==> config.mk <==
export PLATFORM = sky130hd
export DESIGN_NAME = i2s_rx
export DESIGN_NICKNAME = d
export VERILOG_FILES = /design/src/rtl/i2s_rx.sv
export SDC_FILE = /design/constraint.sdc
export NUM_CORES = 1
export LEC_CHECK = 0
export BUFFER_PORTS_ARGS = -buffer_cell sky130_fd_sc_hd__buf_2
export CAP_MARGIN = 20
export CORE_AREA = 2 2 87 97
export DETAILED_ROUTE_END_ITERATION = 7
export DIE_AREA = 0 0 89 99
export PLACE_DENSITY = 0.77
export SLEW_MARGIN = 10
export SYNTH_ARGS = -nofsm -noshare
export SYNTH_HDL_FRONTEND = slang
export SYNTH_SLANG_ARGS = --single-unit
export TNS_END_PERCENT = 1
==> constraint.sdc <==
create_clock -name clk -period 2.18 [get_ports clk]
set_clock_uncertainty 0.2 [all_clocks]
set_input_delay 0.109 -clock clk [delete_from_list [all_inputs] [get_ports clk]]
set_output_delay 0.109 -clock clk [all_outputs]
set_load 0.03 [all_outputs]
==> src/rtl/i2s_rx.sv <==
// rtl/i2s_rx.sv - I2S receiver deserialising sdi into signed L/R sample pairs
//
// Ports:
//   clk        system clock; every register runs on its rising edge
//   rst        synchronous active-high reset
//   sclk       bit clock (clk domain); sdi is sampled on its rising edge
//   lrclk      word select, 0 = left, 1 = right
//   sdi        serial data from the ADC, MSB first
//   l_sample   signed left sample of the last emitted pair
//   r_sample   signed right sample of the last emitted pair
//   valid      pair available, held until ready
//   ready      consumer accepts the pair when valid & ready
//   overrun    1-cycle pulse when a new pair lands while valid & !ready
//   frame_err  1-cycle pulse on a short word (only with I2S_RX_FRAME_ERR_EN)
//
// Optional feature macro: I2S_RX_FRAME_ERR_EN adds the frame_err port.

module i2s_rx #(
    parameter int DW        = 24,
    parameter int MSB_DELAY = 1
) (
    input  logic                 clk,
    input  logic                 rst,
    input  logic                 sclk,
    input  logic                 lrclk,
    input  logic                 sdi,
    output logic signed [DW-1:0] l_sample,
    output logic signed [DW-1:0] r_sample,
    output logic                 valid,
    input  logic                 ready,
    output logic                 overrun
`ifdef I2S_RX_FRAME_ERR_EN
   ,output logic                 frame_err
`endif
);

    localparam int CW = $clog2(DW + 1);

    logic          sclk_d;
    logic          ws_q;
    logic          chan;
    logic          synced;
    logic          left_ok;
    logic [CW-1:0] bit_cnt;
    logic [DW-1:0] shift_q;
    logic [DW-1:0] l_hold;

    logic          rise;
    logic          boundary;
    logic          sync_edge;
    logic          short_word;
    logic          shift_en;
    logic          word_done;
    logic          left_done;
    logic          emit;
    logic [DW-1:0] word_next;

    always_comb begin
        rise       = sclk & ~sclk_d;
        boundary   = rise & (lrclk != ws_q);
        // Only a right-to-left transition marks the start of a frame.
        sync_edge  = boundary & ws_q & ~lrclk;
        short_word = boundary & synced & (bit_cnt < CW'(DW));
        // Nothing is shifted until the first frame start, so a mid-frame
        // start can never yield a partial sample.
        shift_en   = rise & ~boundary & synced & (bit_cnt < CW'(DW));
        word_next  = {shift_q[DW-2:0], sdi};
        word_done  = shift_en & (bit_cnt == CW'(DW - 1));
        left_done  = word_done & ~chan;
        emit       = word_done & chan & left_ok;
    end

    always_ff @(posedge clk) begin
        if (rst) begin
            sclk_d    <= 1'b0;
            ws_q      <= 1'b0;
            chan      <= 1'b0;
            synced    <= 1'b0;
            left_ok   <= 1'b0;
            bit_cnt   <= '0;
            shift_q   <= '0;
            l_hold    <= '0;
            l_sample  <= '0;
            r_sample  <= '0;
            valid     <= 1'b0;
            overrun   <= 1'b0;
`ifdef I2S_RX_FRAME_ERR_EN
            frame_err <= 1'b0;
`endif
        end else begin
            sclk_d  <= sclk;
            overrun <= 1'b0;
`ifdef I2S_RX_FRAME_ERR_EN
            frame_err <= short_word;
`endif
            if (rise) begin
                ws_q <= lrclk;
            end

            if (boundary) begin
                chan <= lrclk;
                if (MSB_DELAY == 0) begin
                    // Left-justified: the bit at the boundary is already the MSB.
                    bit_cnt <= CW'(1);
                    shift_q <= {{(DW-1){1'b0}}, sdi};
                end else begin
                    bit_cnt <= '0;
                    shift_q <= '0;
                end
                if (sync_edge) begin
                    synced <= 1'b1;
                end
                // A truncated left word invalidates the pending pair.
                if (short_word && !chan) begin
                    left_ok <= 1'b0;
                end
            end else if (shift_en) begin
                shift_q <= word_next;
                bit_cnt <= bit_cnt + CW'(1);
            end

            if (left_done) begin
                l_hold  <= word_next;
                left_ok <= 1'b1;
            end

            if (emit) begin
                l_sample <= l_hold;
                r_sample <= word_next;
                valid    <= 1'b1;
                left_ok  <= 1'b0;
                overrun  <= valid & ~ready;
            end else if (valid && ready) begin
                valid <= 1'b0;
            end
        end
    end

endmodule
==> impl_metrics.toml <==
[status]
outcome = "finished, final reports clean"

[critical_path]
cp-start-kind = "primary input"
cp_slowest_cell = "or4_1"
max_stage_delay_ps = 550
rr_startpoint = "bit_cnt[0]$_SDFFE_PP0P_"
crit_type = "primary input to register"
worst_path_most_repeated_cell = "buf_4"
r2r_slack_ps = 130
r2r_cells = 6
crit_chain = "dlygate4sd3_1 > buf_2 > xor2_1 > buf_4 > or4_1 > buf_4 > mux2i_1"
regToRegEndpoint = "l_hold[23]$_SDFFE_PP0P_"
path_max_fanout = 13
endpoint = "l_hold[23]$_SDFFE_PP0P_"
required_ps = 2230
arrival_ps = 2120
crit_path_start = "lrclk"
cp-end-kind = "register"

[route]
wire_per_inst_um = 13.0
first_iter_violations = 115
viasPerCell = 5.11
wirelength_um = 7480
dr.pass1.iters = 4
dr_total_vias = 2950
antenna_left = 0
drc = 0

[synth]
syn-cell-area_um2 = 4370
synth_simple_gate_area_share_pct = 18.2
yosysUniqueCellTypes = 35
synth_top_family_by_area = "multiplexers"
synth_ff_type = "dfxtp_1"
synth_top_area_share_pct = 49.0
muxShareOfSynthArea_pct = 22.0
synth_cells = 405
ys_top_cells_by_count = "dfxtp_1, nand2b_1, mux2i_1"
synth_xor_area_share_pct = 0.401
synthTopCellsByArea = "dfxtp_1, mux2i_1, nand2b_1"
seq_area_frac_synth_pct = 49.0
async_flop_share_pct = 0
synth_largest_area_cell = "dfxtp_1"
yosysWarnings = 0
synth_area_per_cell_um2 = 10.8
synth_adder_area_share_pct = 0.286
yosysMostFrequentCell = "dfxtp_1"
synth_fp_nets = 412
synth_edf_count = 0
synth-compound-area-share_pct = 6.70
ys_ff_latch = 107

[timing]
worst_slack_ps = 109
drv_slew = 0
hold_violations = 0
setup_viol = 0
max_freq_mhz = 483
max_slew_margin_pct = 77.5
layout_min_cycle_time_ps = 2070
finalCritPeriodShare_pct = 95.0
rsz0062_at_grt = "false"
tightestPinTransition_ps = 337
tns_ps = 0

[placement]
dp_slack_ps = 10.4
gp_congestion = 0.768
dpl.hpwl_um = 5080
numPortBuffers = 55

[final_layout]
final_core_util_pct = 64.4
syn2layout_area_growth_pct = 15.3
drive_above_1_share_pct = 19.2
nFillCells = 675
layout.nets = 471
antenna_cells = 0

[hold_path]
hp-class = "register to register"
hold_path_depth = 2
min_from = "left_ok$_SDFFE_PP0P_"

[global_route]
grt_max_degree = 30
grt_pass1_wl_um = 12800
antenna_found_initial = 0
grt_pass1_vias = 2930
grtUsageTotal_pct = 18.3
overflow = 0

[cts]
cts_setup_buffers = 0
cts_buffer_depth = 2
cts_buffers = 9
root_buffer = "clkbuf_8"
worstSkewPairLatency_ps = 360
cts_tree = "yes"
h-tree-depth = 3
path_clk_slew_ps = 90
clock-sinks = 107

[floorplanning]
io_pins = 56
die_w_um = 89
rows = 34
initial_utilization_pct = 55.9
die_h_um = 99
coreArea_um2 = 7830
die_area_um2 = 8810

[flow_run]
max_cap_violations = 0

[power]
peakVddDrop_v = 0.000427
power.leakage_nw = 2.43
p_per_area_nw_per_um2 = 635
## final cells by class
cell class              count  area (um2)  share of cell area [%]
clock buffers              13         159                    3.15
clock inverters             3        22.5                   0.447
inverters                   3        11.3                   0.223
multi-input cells         266        2100                    41.6
flip-flops and latches    107        2140                    42.5
well taps                 108         135                    2.68
repair buffers             77         473                    9.38
## cells in the final DEF (no fill, tap or decap), types with 2 or more instances in the layout
master	netlist	final
o31ai_1	2	2
dlygate4sd3_1	0	5
or4_1	6	5
buf_4	0	15
a21oi_1	5	5
clkinv_4	0	2
inv_1	3	3
nor2b_1	2	2
nand2b_1	99	99
clkbuf_8	0	11
nand2_1	2	2
clkbuf_1	18	2
nand4_1	2	2
nor2_1	4	4
o21ai_0	6	6
dfxtp_1	107	107
mux2i_1	96	96
buf_2	7	55
o21bai_1	24	24
## sequential cells by signal, indices dropped and copies added (netlist names)
name,flops
bit_cnt,5
chan,1
l_hold,24
l_sample,24
left_ok,1
overrun,1
r_sample,24
sclk_d,1
shift_q,23
synced,1
valid,1
ws_q,1
## per-stage QoR
| stage | cell area [um2] | hold WS (ps) | total power [mW] | instances |
|---|---|---|---|---|
| 6_report | 5040 | 273 | 3.20 | 577 |
| 5_1_grt | 5040 | 294 | 3.32 | 577 |
| 4_1_cts | 5030 | 280 | 3.25 | 577 |
| 3_5_place_dp | 4800 | 188 | 2.13 | 556 |
| 3_3_place_gp | 4800 | 182 | 2.13 | 556 |
| 2_1_floorplan | 4370 | 37.2 | 2.10 | 405 |
## worst min-delay path by stage
stage / end / slack, ps
2_1_floorplan: sclk_d$_SDFF_PP0_ / 40
6_report: left_ok$_SDFFE_PP0P_ / 270
3_5_place_dp: overrun$_SDFF_PP0_ / 190
3_3_place_gp: overrun$_SDFF_PP0_ / 180
5_1_grt: l_sample[0]$_SDFFE_PP0P_ / 290
4_1_cts: left_ok$_SDFFE_PP0P_ / 280
## timing repair
action,4_1_cts,5_1_grt
resized for setup,0,3
hold buffers,5,0
endpoints found under the hold margin,10,0
setup endpoints to repair,0,23
## worst max-delay path, delay by kind of cell
| family | cells | cell delay [ps] |
|---|---|---|
| buffers and inverters | 4 | 1130 |
| XOR/XNOR | 1 | 180 |
| AND/OR/NAND/NOR | 1 | 550 |
| multiplexers | 1 | 140 |
## metal layers
layer / vias up / GRT usage, % / routed length [um]
met2: 50 / 30.3 / 3500
met5: - / 0 / 0
met3: 13 / 3.94 / 233
met4: 0 / 7.58 / 150
li1: 1506 / - / -
met1: 1381 / 22.8 / 3600
## kinds of logic (layout without fill, tap and decap cells)
kind of cell / count (synthesis) / after routing
AND/OR/NAND/NOR: 125 / 125
flip-flops: 107 / 107
multiplexers: 96 / 96
AO/OA/AOI/OAI: 42 / 42
buffers and inverters: 32 / 96
XOR/XNOR: 2 / 2
adder cells (fa/ha/maj): 1 / 1
## power breakdown
| group | leakage (nW) | switching, mW | internal (mW) |
|---|---|---|---|
| registers | 0.862 | 0.00455 | 1.96 |
| clock network | 0.0936 | 0.621 | 0.482 |
| logic | 1.47 | 0.0746 | 0.0608 |
No activity file was read; power rests on OpenSTA's default activity.
